[config.mk]
export PLATFORM = sky130hd
export DESIGN_NAME = booth_mult_seq
export DESIGN_NICKNAME = d
export VERILOG_FILES = /design/src/rtl/booth_pkg.sv /design/src/rtl/booth_r4_sel.sv /design/src/rtl/booth_mult_seq.sv
export SDC_FILE = /design/constraint.sdc
export NUM_CORES = 1
export LEC_CHECK = 0
export CELL_PAD_IN_SITES_DETAIL_PLACEMENT = 1
export CELL_PAD_IN_SITES_GLOBAL_PLACEMENT = 1
export CORE_UTILIZATION = 46
export CTS_CLUSTER_SIZE = 8
export DETAILED_ROUTE_END_ITERATION = 10
export GPL_TIMING_DRIVEN = 1
export PLACE_DENSITY = 0.88
export SLEW_MARGIN = 20
export SYNTH_ARGS = -nofsm -noshare
export SYNTH_HDL_FRONTEND = slang
export SYNTH_HIERARCHICAL = 1
export SYNTH_SLANG_ARGS = --single-unit
[constraint.sdc]
create_clock -name clk -period 9.3 [get_ports clk]
set_input_delay 1.86 -clock clk [delete_from_list [all_inputs] [get_ports clk]]
set_output_delay 1.86 -clock clk [all_outputs]
set_load 0.01 [all_outputs]
[src/rtl/booth_pkg.sv]
// Shared types and constants for the radix-4 Booth sequential multiplier.
package booth_pkg;

  localparam int A_W_DEFAULT    = 12;
  localparam int B_W_DEFAULT    = 12;
  localparam int SIGNED_DEFAULT = 1;

  typedef enum logic [1:0] {
    IDLE = 2'd0,
    RUN  = 2'd1,
    DONE = 2'd2
  } state_e;

  // Unsigned operands need one extra window so the top recoded digit sees a 0 sign bit.
  function automatic int booth_steps(input int a_w, input int signed_ops);
    return (signed_ops != 0) ? (a_w + 1) / 2 : a_w / 2 + 1;
  endfunction

endpackage

[src/rtl/booth_r4_sel.sv]
// Radix-4 Booth digit selector: maps one 3-bit multiplier window to 0, +/-B or +/-2B.
module booth_r4_sel
  import booth_pkg::*;
#(
  parameter int B_W = B_W_DEFAULT
) (
  input  logic [2:0]     win_i,
  input  logic [B_W+1:0] b_ext_i,
  output logic [B_W+1:0] pp_o
);

  logic [B_W+1:0] b2;

  // Two guard bits in b_ext_i keep 2B and -2B representable, even for the most-negative B.
  assign b2 = {b_ext_i[B_W:0], 1'b0};

  always_comb begin
    pp_o = '0;
    case (win_i)
      3'b001, 3'b010: pp_o = b_ext_i;
      3'b011:         pp_o = b2;
      3'b100:         pp_o = -b2;
      3'b101, 3'b110: pp_o = -b_ext_i;
      default:        pp_o = '0;
    endcase
  end

endmodule

[src/rtl/booth_mult_seq.sv]
// Sequential radix-4 Booth multiplier: one recoded digit per clock, valid/ready on both sides.
module booth_mult_seq
  import booth_pkg::*;
#(
  parameter int A_W    = A_W_DEFAULT,
  parameter int B_W    = B_W_DEFAULT,
  parameter int SIGNED = SIGNED_DEFAULT
) (
  input  logic               clk,
  input  logic               rst,
  input  logic               in_valid,
  output logic               in_ready,
  input  logic [A_W-1:0]     mult_a,
  input  logic [B_W-1:0]     mult_b,
  output logic               out_valid,
  input  logic               out_ready,
  output logic [A_W+B_W-1:0] product
);

  localparam int P_W   = A_W + B_W;
  localparam int STEPS = booth_steps(A_W, SIGNED);
  localparam int MA_W  = 2 * STEPS;
  localparam int ACC_W = P_W + 2;
  localparam int CNT_W = $clog2(STEPS + 1);
  localparam logic [CNT_W-1:0] LAST_STEP = CNT_W'(STEPS - 1);

  state_e           state_q, state_d;
  logic [MA_W:0]    a_q, a_d;
  logic [B_W+1:0]   b_q, b_d;
  logic [ACC_W-1:0] acc_q, acc_d;
  logic [CNT_W-1:0] cnt_q, cnt_d;
  logic [P_W-1:0]   prod_q, prod_d;

  logic             a_fill;
  logic             b_fill;
  logic [MA_W-1:0]  a_ext;
  logic [B_W+1:0]   b_ext;
  logic [B_W+1:0]   pp;
  logic [ACC_W-1:0] pp_ext;
  logic [ACC_W-1:0] pp_aligned;
  logic [ACC_W-1:0] acc_sum;

  assign a_fill = (SIGNED != 0) && mult_a[A_W-1];
  assign b_fill = (SIGNED != 0) && mult_b[B_W-1];

  generate
    if (MA_W > A_W) begin : g_a_ext
      assign a_ext = {{(MA_W - A_W){a_fill}}, mult_a};
    end else begin : g_a_same
      assign a_ext = mult_a;
    end
  endgenerate

  assign b_ext = {{2{b_fill}}, mult_b};

  // a_q carries the implicit 0 below its LSB; it shifts right two bits per step,
  // so the current window always sits in a_q[2:0].
  booth_r4_sel #(
    .B_W(B_W)
  ) u_sel (
    .win_i  (a_q[2:0]),
    .b_ext_i(b_q),
    .pp_o   (pp)
  );

  assign pp_ext     = {{(ACC_W - B_W - 2){pp[B_W+1]}}, pp};
  assign pp_aligned = pp_ext << {cnt_q, 1'b0};
  assign acc_sum    = acc_q + pp_aligned;

  always_comb begin
    state_d = state_q;
    a_d     = a_q;
    b_d     = b_q;
    acc_d   = acc_q;
    cnt_d   = cnt_q;
    prod_d  = prod_q;
    case (state_q)
      IDLE: begin
        if (in_valid) begin
          a_d     = {a_ext, 1'b0};
          b_d     = b_ext;
          acc_d   = '0;
          cnt_d   = '0;
          state_d = RUN;
        end
      end
      RUN: begin
        acc_d = acc_sum;
        a_d   = a_q >> 2;
        cnt_d = cnt_q + 1'b1;
        if (cnt_q == LAST_STEP) begin
          prod_d  = acc_sum[P_W-1:0];
          state_d = DONE;
        end
      end
      DONE: begin
        // Product is cleared on the way out so IDLE never shows a stale result.
        if (out_ready) begin
          prod_d  = '0;
          state_d = IDLE;
        end
      end
      default: begin
        state_d = IDLE;
      end
    endcase
  end

  always_ff @(posedge clk) begin
    if (rst) begin
      state_q <= IDLE;
      a_q     <= '0;
      b_q     <= '0;
      acc_q   <= '0;
      cnt_q   <= '0;
      prod_q  <= '0;
    end else begin
      state_q <= state_d;
      a_q     <= a_d;
      b_q     <= b_d;
      acc_q   <= acc_d;
      cnt_q   <= cnt_d;
      prod_q  <= prod_d;
    end
  end

  assign in_ready  = (state_q == IDLE);
  assign out_valid = (state_q == DONE);
  assign product   = prod_q;

endmodule

==> summary.md, run 1 <==
In this run the remaining antenna-violating nets after routing total 0. Broken down by cell family, the worst path's largest delay share belongs to compound AO/OA/AOI/OAI gates. For the count of pins over their slew limit, the log shows 0. Measured along the x axis, the die boundary spans 108 microns. The most common cell in the synthesized netlist was nand2_1.

The number of buffer and inverter instances along the worst setup path came out at 1. The number of clock sinks came out at 78. The commonest cells after synthesis are 91 x nand2_1, 79 x a21oi_1, 78 x dfxtp_1. The critical path in this run is classified as flip-flop to flip-flop. Setup repair after global routing left no endpoint under its margin. The number of storage elements in the synthesis netlist works out to 78. Yosys printed 6 warnings. The tools report the first-pass GRT wire length as 25.4 mm. The repair_antennas step left the layout with diodes totalling 0. At the pin with the least slew margin, the transition time is 1.06 ns. The worst clock skew on the final layout was 0.00960 ns. In this run the tightest slew margin relative to its limit is 28.9%.

The signal on the critical path passes through inv_1 > ha_1 > nor3b_1 > nand2_1 > xnor2_1 > a221o_1 > mux2_2 > o21ai_0 > o22ai_1 > ha_1 > a2111oi_2 > o21ai_0 > nand3_1 > o21ai_1 > a211oi_2 > xnor2_1 > a22o_1. The cell area after placement was 5730 sq um. The proportion of synthesized flip-flops having asynchronous set or reset was 0%. The run gives 11700 sq um as the area of the die.

The congestion estimate from routability-driven global placement came to 0.890. The via total after detailed routing was 5024; the effective utilization at floorplan was 47.4%. A synthesized cell averages 7.76 sq um.

In this run the power density over the cells is 151 nW/um^2. The number of different library cells used by synthesis comes to 62. For the area of the mapped netlist, the log shows 5190 sq um. Clock-pin slew was measured on the worst setup and hold paths at 0.06 ns. In this run the count of I/O pins placed on the die edge is 54. The DRC marker count from the first detailed-route iteration was 219.

The analysis attributes to cell leakage a power of 2.26 nW. The worst-case IR drop observed on VDD is 0.142 mV. The number of clock buffers added by TritonCTS is 9. The worst hold path class is flip-flop to flip-flop. Synthesis produced a netlist whose cell count is 669. For the worst setup path, the data required time is 9.55 ns. Adding up every negative setup slack in the final design gives 0 ns. Across all setup checks in the final design, the least slack found is 4.19 ns. The dominant synthesized flop cell is dfxtp_1. Setup violations remaining at the end of the flow were counted as 0. The achievable clock frequency is 0.196 GHz, and the count of hold buffers inserted by post-cts repair is 0. Dividing the final minimum period by the clock period gives 54.9%.

Once layout is done, the placed cells without fillers occupy 6020 sq um. The wire length per cell after detailed routing was 18.4 microns. Once the clock tree was built, the setup fixing pass inserted 0 buffers. The number of vias per cell after detailed routing works out to 6.01. Global routing used 27.8% of the available tracks across all layers. After floorplanning, the core was divided into 38 placement rows.

The worst setup path is launched from a flip-flop. After legalization and detailed placement, the total HPWL measured 11.3 mm. After detailed routing, the total wire length is 15.3 mm. The height of the die is 108 microns, and the layout overhead on the synthesized area is 16.0%. The run gives 0 as the number of antenna violations at the first check in global routing.

The maximum fanout encountered on the critical timing path is 7. The flow ran to the end, and the final reports show no timing, DRC or antenna violations. For the H-tree level count, the log shows 3.

By area the synthesized netlist is led by dfxtp_1 30%, a21oi_1 7.6%, nand2_1 6.6%. The logs give 0 for the max-cap violation count and 58 for the maximum number of pins on one net before global-route repair. The count of buffers from port buffering works out to 53. The tree is rooted in a clkbuf_16. The number of nets handed over by synthesis was 724. The sequential element share of the synthesized area was 30.1%. TritonCTS built the clock tree.

The logs give 5.35 ns for the data arrival at the endpoint of the critical path and 746 for the number of nets at the end of the flow. Counting along the longest clock path gives a buffer depth of 2. The final count of hold timing violations was 0; the number of enable-type register cells in the synthesized netlist was 0. OpenSTA, run right after detailed placement, puts the worst setup slack at 4.25 ns. The number of iterations in the first detailed-routing pass is 4. The clock period minus worst slack is 5.11 ns. The clock reaches the later pin of the worst-skew pair after 0.36 ns. The total core area is 10900 sq um, and the via count of the first global-routing pass is 5110.

Cells fill 55.1% of the core in the end. On the worst path, the slowest cell contributes a delay of 0.73 ns. Post-CTS repair changed the size of 0 cells. In the routed design, unresolved DRC markers number 0.

The largest total area in the synthesized netlist belongs to dfxtp_1. The slowest stage of the critical path is the nor3b_1 cell. Top cell type's share of synthesized area: 30.1%. The worst setup path is captured at a flip-flop.

Cells with a size suffix above 1 make up 5.89% of the layout. For the residual overflow from global routing, the log shows 0.
[final timing paths]
check / start / end / slack (ns) / cells after the start
min: a_q[9] / a_q[9] / 0.45 / 2
min reg2reg: a_q[9] / a_q[9] / 0.45 / 2
max reg2reg: b_q[0] / product[23] / 4.19 / 17
max: b_q[0] / product[23] / 4.19 / 17
[state kept, by name (all words and copies together) (netlist names)]
register / cells
acc_q: 24
product: 24
a_q: 13
b_q: 12
cnt_q: 3
state_q: 2
[tightest hold or removal path: cells and delay by family, from the launching register on]
kind,cells,cell delay (ns)
flops,1,0.31
simple gates,1,0.05
compound gates,1,0.05
[power by group]
part	internal (W)	total [W]	leakage [nW]	switching [W]
combinational	0.0000778	0.000199	1.49	0.000121
sequential	0.000346	0.000366	0.634	0.0000198
clock	0.000189	0.000342	0.139	0.000153
total	0.000613	0.000907	2.26	0.000294
[metrics by stage]
step | total power, W | hold WS (ns) | cells
2_1_floorplan | 0.000511 | 0.426 | 669
3_3_place_gp | 0.000561 | 0.442 | 820
3_5_place_dp | 0.000569 | 0.451 | 820
4_1_cts | 0.000913 | 0.459 | 836
5_1_grt | 0.000949 | 0.480 | 836
6_report | 0.000907 | 0.455 | 836
[routing by layer]
metal | global-route usage (%) | up-vias | routed length, microns
met1 | 35.3 | 2448 | 7100
met3 | 4.52 | 25 | 461
met4 | 9.88 | 0 | 284
met5 | 0 | - | 0
li1 | - | 2462 | -
met2 | 47.3 | 89 | 7490
[cell usage in the layout, fill, tap and decap left out, drive strengths merged, types with 18 or more instances in the layout]
master | synthesis | layout
nand2 | 91 | 91
a21oi | 80 | 80
dfxtp | 78 | 78
nor2 | 61 | 61
clkdlybuf4s50 | 0 | 52
o21ai | 29 | 29
ha | 26 | 26
xnor2 | 24 | 24
a22o | 24 | 24
a22oi | 24 | 24
nand3 | 19 | 19
inv | 16 | 18
[final cells by class]
class | instances | area, sq um
clock buffer | 10 | 239
clock inverter | 6 | 43.8
fill | 1345 | 4910
inverter | 16 | 60.1
multi-input combinational | 527 | 3370
sequential | 78 | 1560
tap | 140 | 175
timing repair buffer | 59 | 571
[cell families after synthesis]
kind of cell	Yosys count	share of synthesized area, %
AND/OR/NAND/NOR	221	19.3
buffers and inverters	64	5.02
multiplexers	19	4.05
XOR/XNOR	37	6.25
AO/OA/AOI/OAI	223	28.6
flip-flops	78	30.1
adder cells (fa/ha/maj)	27	6.66
No activity file was read; power rests on OpenSTA's default activity.
==> run 2, diff against run 1 <==
- CORE_UTILIZATION: 46 -> 43
- PLACE_DENSITY: 0.88 -> 0.83
- clock period: 9.3 -> 4.7 ns (I/O delays scaled with it)
==> run 2 against run 1 <==
First-iteration DRC count decreased by 3.2%. Fmax up 12%. Global-route usage decreased by 0.89 points. Clock skew increased by 0.0029 ns. Sequential power is 95% higher. Combinational power increased by 120%. Clock-buffer cell count unchanged. Non-clock buffer count up 14. Cell count grew 2.0%. Routed wire length grew 5.8%. Critical path type unchanged.
==> summary.md, run 2 (synthesis gave the netlist of run 1 again) <==
The run finished with clean final reports. Cells fill 54.1% of the core in the end. The data required time at the worst endpoint is 4.95 ns, and the number of buffers created by CTS is 9. In the final layout, the multi-input gates occupy 3430 sq um. The number of clock sinks was 78. The worst clock skew on the final layout is 0.0125 ns, and the clock period minus worst slack is 4.54 ns. The run gives 2.37 nW as the leakage dissipation. The area growth from synthesis to layout is 20.6%.

Beginning of the critical path: b_q[0]. The number of nets at the end of the flow was 760; the final weighted congestion in routability-driven placement was 0.891. After the first detailed-routing iteration, the DRC count stood at 212. For the worst flop-to-flop path, the logic depth is 19. After clock tree synthesis, the clock-pin slew on the worst setup and hold paths is 0.07 ns. For this design the total switching power over the nets is 0.000605 W. The first global-routing pass estimated 26.9 mm of wire. The number of routed nets with antenna violations was 0; the max-cap violation count was 0. At the pin with the least slew margin, the transition time is 0.968 ns. TritonCTS built the clock tree.

The floorplan step defined a die boundary enclosing 12500 sq um. The critical path's slowest cell was dfxtp_1. The floorplan row count is 39. The library cells used most frequently in the layout, excluding fill and tap cells, are 90 x nand2_1, 78 x dfxtp_1, 77 x a21oi_1. The worst setup path is captured at a flip-flop. The worst setup path is of the flip-flop to flip-flop kind. The total area inside the core boundary comes to 11600 sq um. The height of the die is 112 microns, and the count of pins over their slew limit is 0.

Port buffering added 53 buffers. The reg-to-reg critical path startpoint is b_q[0]. Dividing the detail-routed via count by the number of cells gives 6.02. The run gives 1560 sq um as the flip-flop and latch area. Setup violations remaining at the end of the flow were counted as 0. Setup slack on the critical path of the routed design comes to 0.157 ns.

Setup repair after global routing could not meet its margin everywhere. Final hold analysis gives a worst-case slack of 0.458 ns. The fraction of power consumed by combinational cells is 21.6%, and the final period utilization is 96.7%. In the final layout, the share of cells above drive strength 1 is 8.73%. Buffers added to address setup during post-CTS repair amount to 0. The run gives 11.8 mm as the post-DP HPWL. The worst hold path belongs to the class flip-flop to flip-flop. The detailed router placed 5136 vias in this run. STA classifies the critical path startpoint as a flip-flop. Leaving out fill and tap cells, the most frequent cell in the layout is nand2_1.

54 I/O pins were placed. The number of antenna violations at the first check in global routing is 0. The later pin in the worst-skew pair is clocked with a latency of 0.36 ns. Part of the total power dissipated in the clock network: 42.6%. The maximum fanout encountered on the critical timing path was 7; the portion of total power attributed to sequential cells was 35.8%. The run gives 35.2% as the worst slew margin relative to its limit.

Entering global routing, the biggest net connects 34 pins. The wire length per cell after detailed routing is 19.0 microns. Net switching is 30.3% of the power. The internal power of the cells totals 0.00139 W. Data arrival at the endpoint of the critical path: 4.79 ns.

In this run the most critical hold path is launched from a_q[7]. The total routing usage reported by global routing is 26.9%. The count of antenna diodes in the layout was 0.

The die width was 112 microns. In the routed design, unresolved DRC markers number 0. The via count of the first global-routing pass was 5482; the maximum single-stage delay on the critical path was 0.43 ns. The H-tree was split into 3 levels. After clock tree synthesis, the flow added hold-fix buffers numbering 0. The final count of hold timing violations was 0. For this design the ratio of total power to cell area is 319 nW/um^2. The tools report the worst voltage drop across the vdd grid as 0.296 mV. The first TritonRoute pass finished after 4 iterations. The most critical setup path has its endpoint at product[21]. Fill cells in the final layout number 1408. For the residual overflow from global routing, the log shows 0.

The worst register-to-register path ends at product[21]. For the achievable clock frequency, the log shows 0.220 GHz. The initial utilization of the core area, before any placement, comes to 44.9%. The library cell used as clock root buffer was clkbuf_16.

The register-to-register path setup slack is 0.16 ns. Walking the worst path, the cells encountered are inv_1 > ha_1 > nor3b_2 > buf_4 > nand2_1 > xor2_2 > a41oi_1 > o211ai_1 > mux2i_1 > mux2_2 > nor2_1 > ha_1 > o211ai_1 > nor3_1 > a211o_1 > a31oi_2 > o21ai_1 > xor2_1 > a22o_1. Prior to clock tree synthesis, the placed netlist has a worst setup slack of 0.0371 ns.

The tools report the total wire length as 16.2 mm. No sink is reached through more buffers than the 2 on the longest clock path.
run 2: critical path: cells and delay by family, from the launching register on:
family | cells | cell delay [ns]
AOI/OAI and AO/OA | 7 | 1.64
xor gates and xnor gates | 2 | 0.38
adders and majority gates | 2 | 0.62
buffers and inverters | 2 | 0.27
DFF | 1 | 0.43
muxes | 2 | 0.52
and+or+nand+nor | 4 | 0.56
run 2: stage by stage:
stage	cell area, sq um	power (W)	setup TNS (ns)	std cells
floorplan	5190	0.00101	0	669
global placement	5840	0.00112	0	837
detailed placement	5840	0.00114	0	837
CTS	6200	0.00199	0	853
global route	6260	0.00207	-0.0392	853
finish	6260	0.00199	0	853
run 2: what timing repair did:
action / 4_1_cts / 5_1_grt
pin swaps: 0 / 0
setup endpoints to repair: 3 / 13
gates resized for setup: 2 / 11
run 2: area by class of cell:
cell class,instances,area share [%]
clock buffer,10,3.82
clock inverter,6,1.84
inverter,16,0.960
multi-input combinational,527,54.8
sequential,78,25.0
tap,143,2.86
timing repair buffer,73,10.8
run 2: worst min path at each step:
stage,end,slack (ns),cells past startpoint
after global routing,a_q[5],0.49,2
after floorplan,acc_q[22],0.43,2
after CTS,a_q[7],0.46,2
after detailed placement,a_q[7],0.45,2
final,a_q[7],0.46,2
after global placement,a_q[6],0.44,2
run 2: per-layer routing:
metal | track usage [%] | routed length, microns | vias up
met2 | 47.5 | 8070 | 107
met5 | 0 | 0 | -
met1 | 32.2 | 7250 | 2506
met4 | 10.7 | 367 | 0
li1 | - | - | 2491
met3 | 4.84 | 550 | 32
run 2: power by group through the flow:
stage	clock network [W]	registers [W]	logic (W)
floorplan	0	0.000715	0.000297
global placement	0	0.000726	0.000398
detailed placement	0	0.000728	0.000412
CTS	0.000863	0.000713	0.000418
global route	0.000884	0.000718	0.000469
finish	0.000849	0.000715	0.000430
==> run 3, diff against run 2 <==
- CORE_UTILIZATION: 43 -> 46
- PLACE_DENSITY: 0.83 -> 0.88
- clock period: 4.7 -> 5.4 ns (I/O delays scaled with it)
==> run 3 against run 2 <==
Combinational power shrank 18%. Worst setup slack gained 0.31 ns. Critical path depth shrank 1. Global-route usage grew 1.3 points. Final area shrank 3.4%. Largest power group is now sequential cells.
==> summary.md, run 3 (synthesis gave the netlist of run 1 again) <==
Summing all placed instances gives a cell area of 5750 sq um. Entering global routing, the biggest net connects 34 pins. On the final layout, the worst clock skew is 0.00670 ns. The core region is 10900 sq um.

After detailed routing, the number of remaining DRC violations is 0. With fillers left out, the area of the finished cells amounts to 6050 sq um. Once the floorplan was initialized, standard cells occupied 47.4% of the core. The via count of the first global-routing pass is 5214, and the worst slew margin relative to its limit is 30.0%.

The H-tree was split into 3 levels. For the total met3 wirelength after detailed routing, the log shows 667 microns. The detailed-routing wirelength on met1 was 7.12 mm; the number of vias per cell after detailed routing was 6.14.

The beginning of the critical path was b_q[0]. The final layout contains routed wiring with a total length of 15.9 mm. The logs give 0 for the post-cts sizing count and 38 for the floorplan row count.

The clock passes through at most 2 buffers. The die is 108 microns tall. The achievable clock frequency was 0.203 GHz. The library cell used as clock root buffer is clkbuf_16.

Leaving out fill and tap cells, the most frequent cell in the layout is nand2_1. The die covers 11700 sq um. The buffers inserted during post-CTS setup optimization came out at 0.

The wire length per cell after detailed routing is 19.0 microns, and the final count of hold timing violations is 0. The setup TNS came out at 0 ns. The first detailed-routing pass ran for 4 iterations. Buffers inserted to repair hold after CTS numbered 0.

The startpoint identified for the worst register-to-register timing path is b_q[0]. The run gives 1361 as the count of fill cells added during filler insertion. The signal on the critical path passes through inv_1 > ha_1 > nor3b_1 > nand2_1 > xor2_1 > a41oi_1 > o211ai_1 > mux2i_1 > mux2_2 > nor2_1 > ha_1 > o211ai_1 > nor3_1 > a211o_1 > a31oi_1 > o21ai_1 > xor2_1 > a22o_1. STA classifies the critical path endpoint as a flip-flop. For this run, the share of the core covered by cells in the final layout is 55.3%. Setup repair after global routing left no endpoint under its margin. The final route contains 5145 vias. The tools report the count of pins over their slew limit as 0.

From synthesis to final layout, the design area changed by 16.5%. The count of nets left with antenna violations once routing finished came out at 0. The leakage dissipation is 2.27 nW, and the maximum single-stage delay on the critical path is 0.62 ns. Max-cap violations in this run came to 0. After layout, the worst path uses 91.4% of the clock period. The die width came out at 108 microns. In the layout the commonest cells are 90 x nand2_1, 79 x a21oi_1, 78 x dfxtp_1. In this run the worst path has a maximum fanout of 7. At the pin with the least slew margin, the transition time is 1.05 ns. The clock latency at the later pin of the worst-skew pair is 0.34 ns. In this run the most critical hold path is launched from a_q[8]. For this design, the slowest cell found on the critical path is nor3b_1.

Number of antenna violations at the first check in global routing: 0. The highest layer touched by signal routing is met4. The startpoint-to-endpoint class of the critical path is flip-flop to flip-flop. STA puts the critical path data arrival time at 5.17 ns.

The residual overflow from global routing was 0; the detailed-routed wire length on met2 was 7.70 mm. Clock-pin slew was measured on the worst setup and hold paths at 0.06 ns. Once detailed placement completed, the half-perimeter wirelength came to 11.5 mm. In this run, CTS created clock tree buffers numbering 9.

For this design the ratio of total power to cell area is 262 nW/um^2. The count of antenna diodes in the layout was 0; the clock period minus worst slack was 4.94 ns. During placement, the flow inserted port buffers numbering 53. STA classifies the critical path startpoint as a flip-flop. Across every metal layer, demand over resource in global routing totals 28.3%. The count of pins on the block boundary was 54. Setup violations remaining at the end of the flow were counted as 0. The number of clock sinks was 78.

The worst hold path belongs to the class flip-flop to flip-flop. The logs give 25.9 mm for the first-pass GRT wire length and 233 for the DRC marker count from the first detailed-route iteration. The run finished with clean final reports. The number of nets at the end of the flow is 748. For the data required time at the worst endpoint, the log shows 5.64 ns.

IR analysis of the VDD net gives a maximum drop of 0.189 mV. TritonCTS built the clock tree. The post-route netlist has 6.02% of its cells at a drive strength greater than 1. The final weighted congestion in routability-driven placement came out at 0.944.
==> run 3: final timing paths <==
kind	endpoint	slack, ns	depth (start not counted)
max	acc_q[21]	0.46	18
min	a_q[8]	0.45	2
max reg2reg	acc_q[21]	0.46	18
min reg2reg	a_q[8]	0.45	2
==> run 3: per-stage QoR <==
step                worst slack, ns  total power, W  std cells  hold WS (ns)
global route                 0.0938         0.00165        838         0.483
finish                        0.464         0.00159        838         0.454
floorplan                      1.29        0.000880        669         0.426
global placement              0.812        0.000968        822         0.441
CTS                           0.551         0.00160        838         0.458
detailed placement            0.675        0.000981        822         0.450
==> run 3: power by group <==
part / switching [W] / internal (W) / total [W] / leakage (nW)
registers: 0.0000290 / 0.000596 / 0.000625 / 0.633
clock network: 0.000252 / 0.000356 / 0.000608 / 0.134
logic: 0.000216 / 0.000136 / 0.000352 / 1.50
==> run 3: metal layers <==
layer / GRT usage [%] / vias up
met3: 5.12 / 37
met2: 48.6 / 121
met5: 0 / -
met1: 34.4 / 2520
li1: - / 2467
met4: 11.9 / 0
==> run 3: worst max-delay path: cells and delay by family (launching register included) <==
family,cells,cell delay (ns)
buf+inv,1,0.11
mux,2,0.48
flops,1,0.35
xor+xnor,2,0.47
compound gates,7,1.77
simple gates,4,1.06
fa+ha+maj,2,0.59
==> run 3: final cells by class <==
type / instances / area (sq um) / share of cell area (%)
clock buffer: 10 / 229 / 3.79
clock inverter: 6 / 62.6 / 1.03
inverter: 16 / 60.1 / 0.993
multi-input combinational: 527 / 3370 / 55.8
sequential: 78 / 1560 / 25.8
tap: 140 / 175 / 2.90
timing repair buffer: 61 / 586 / 9.69
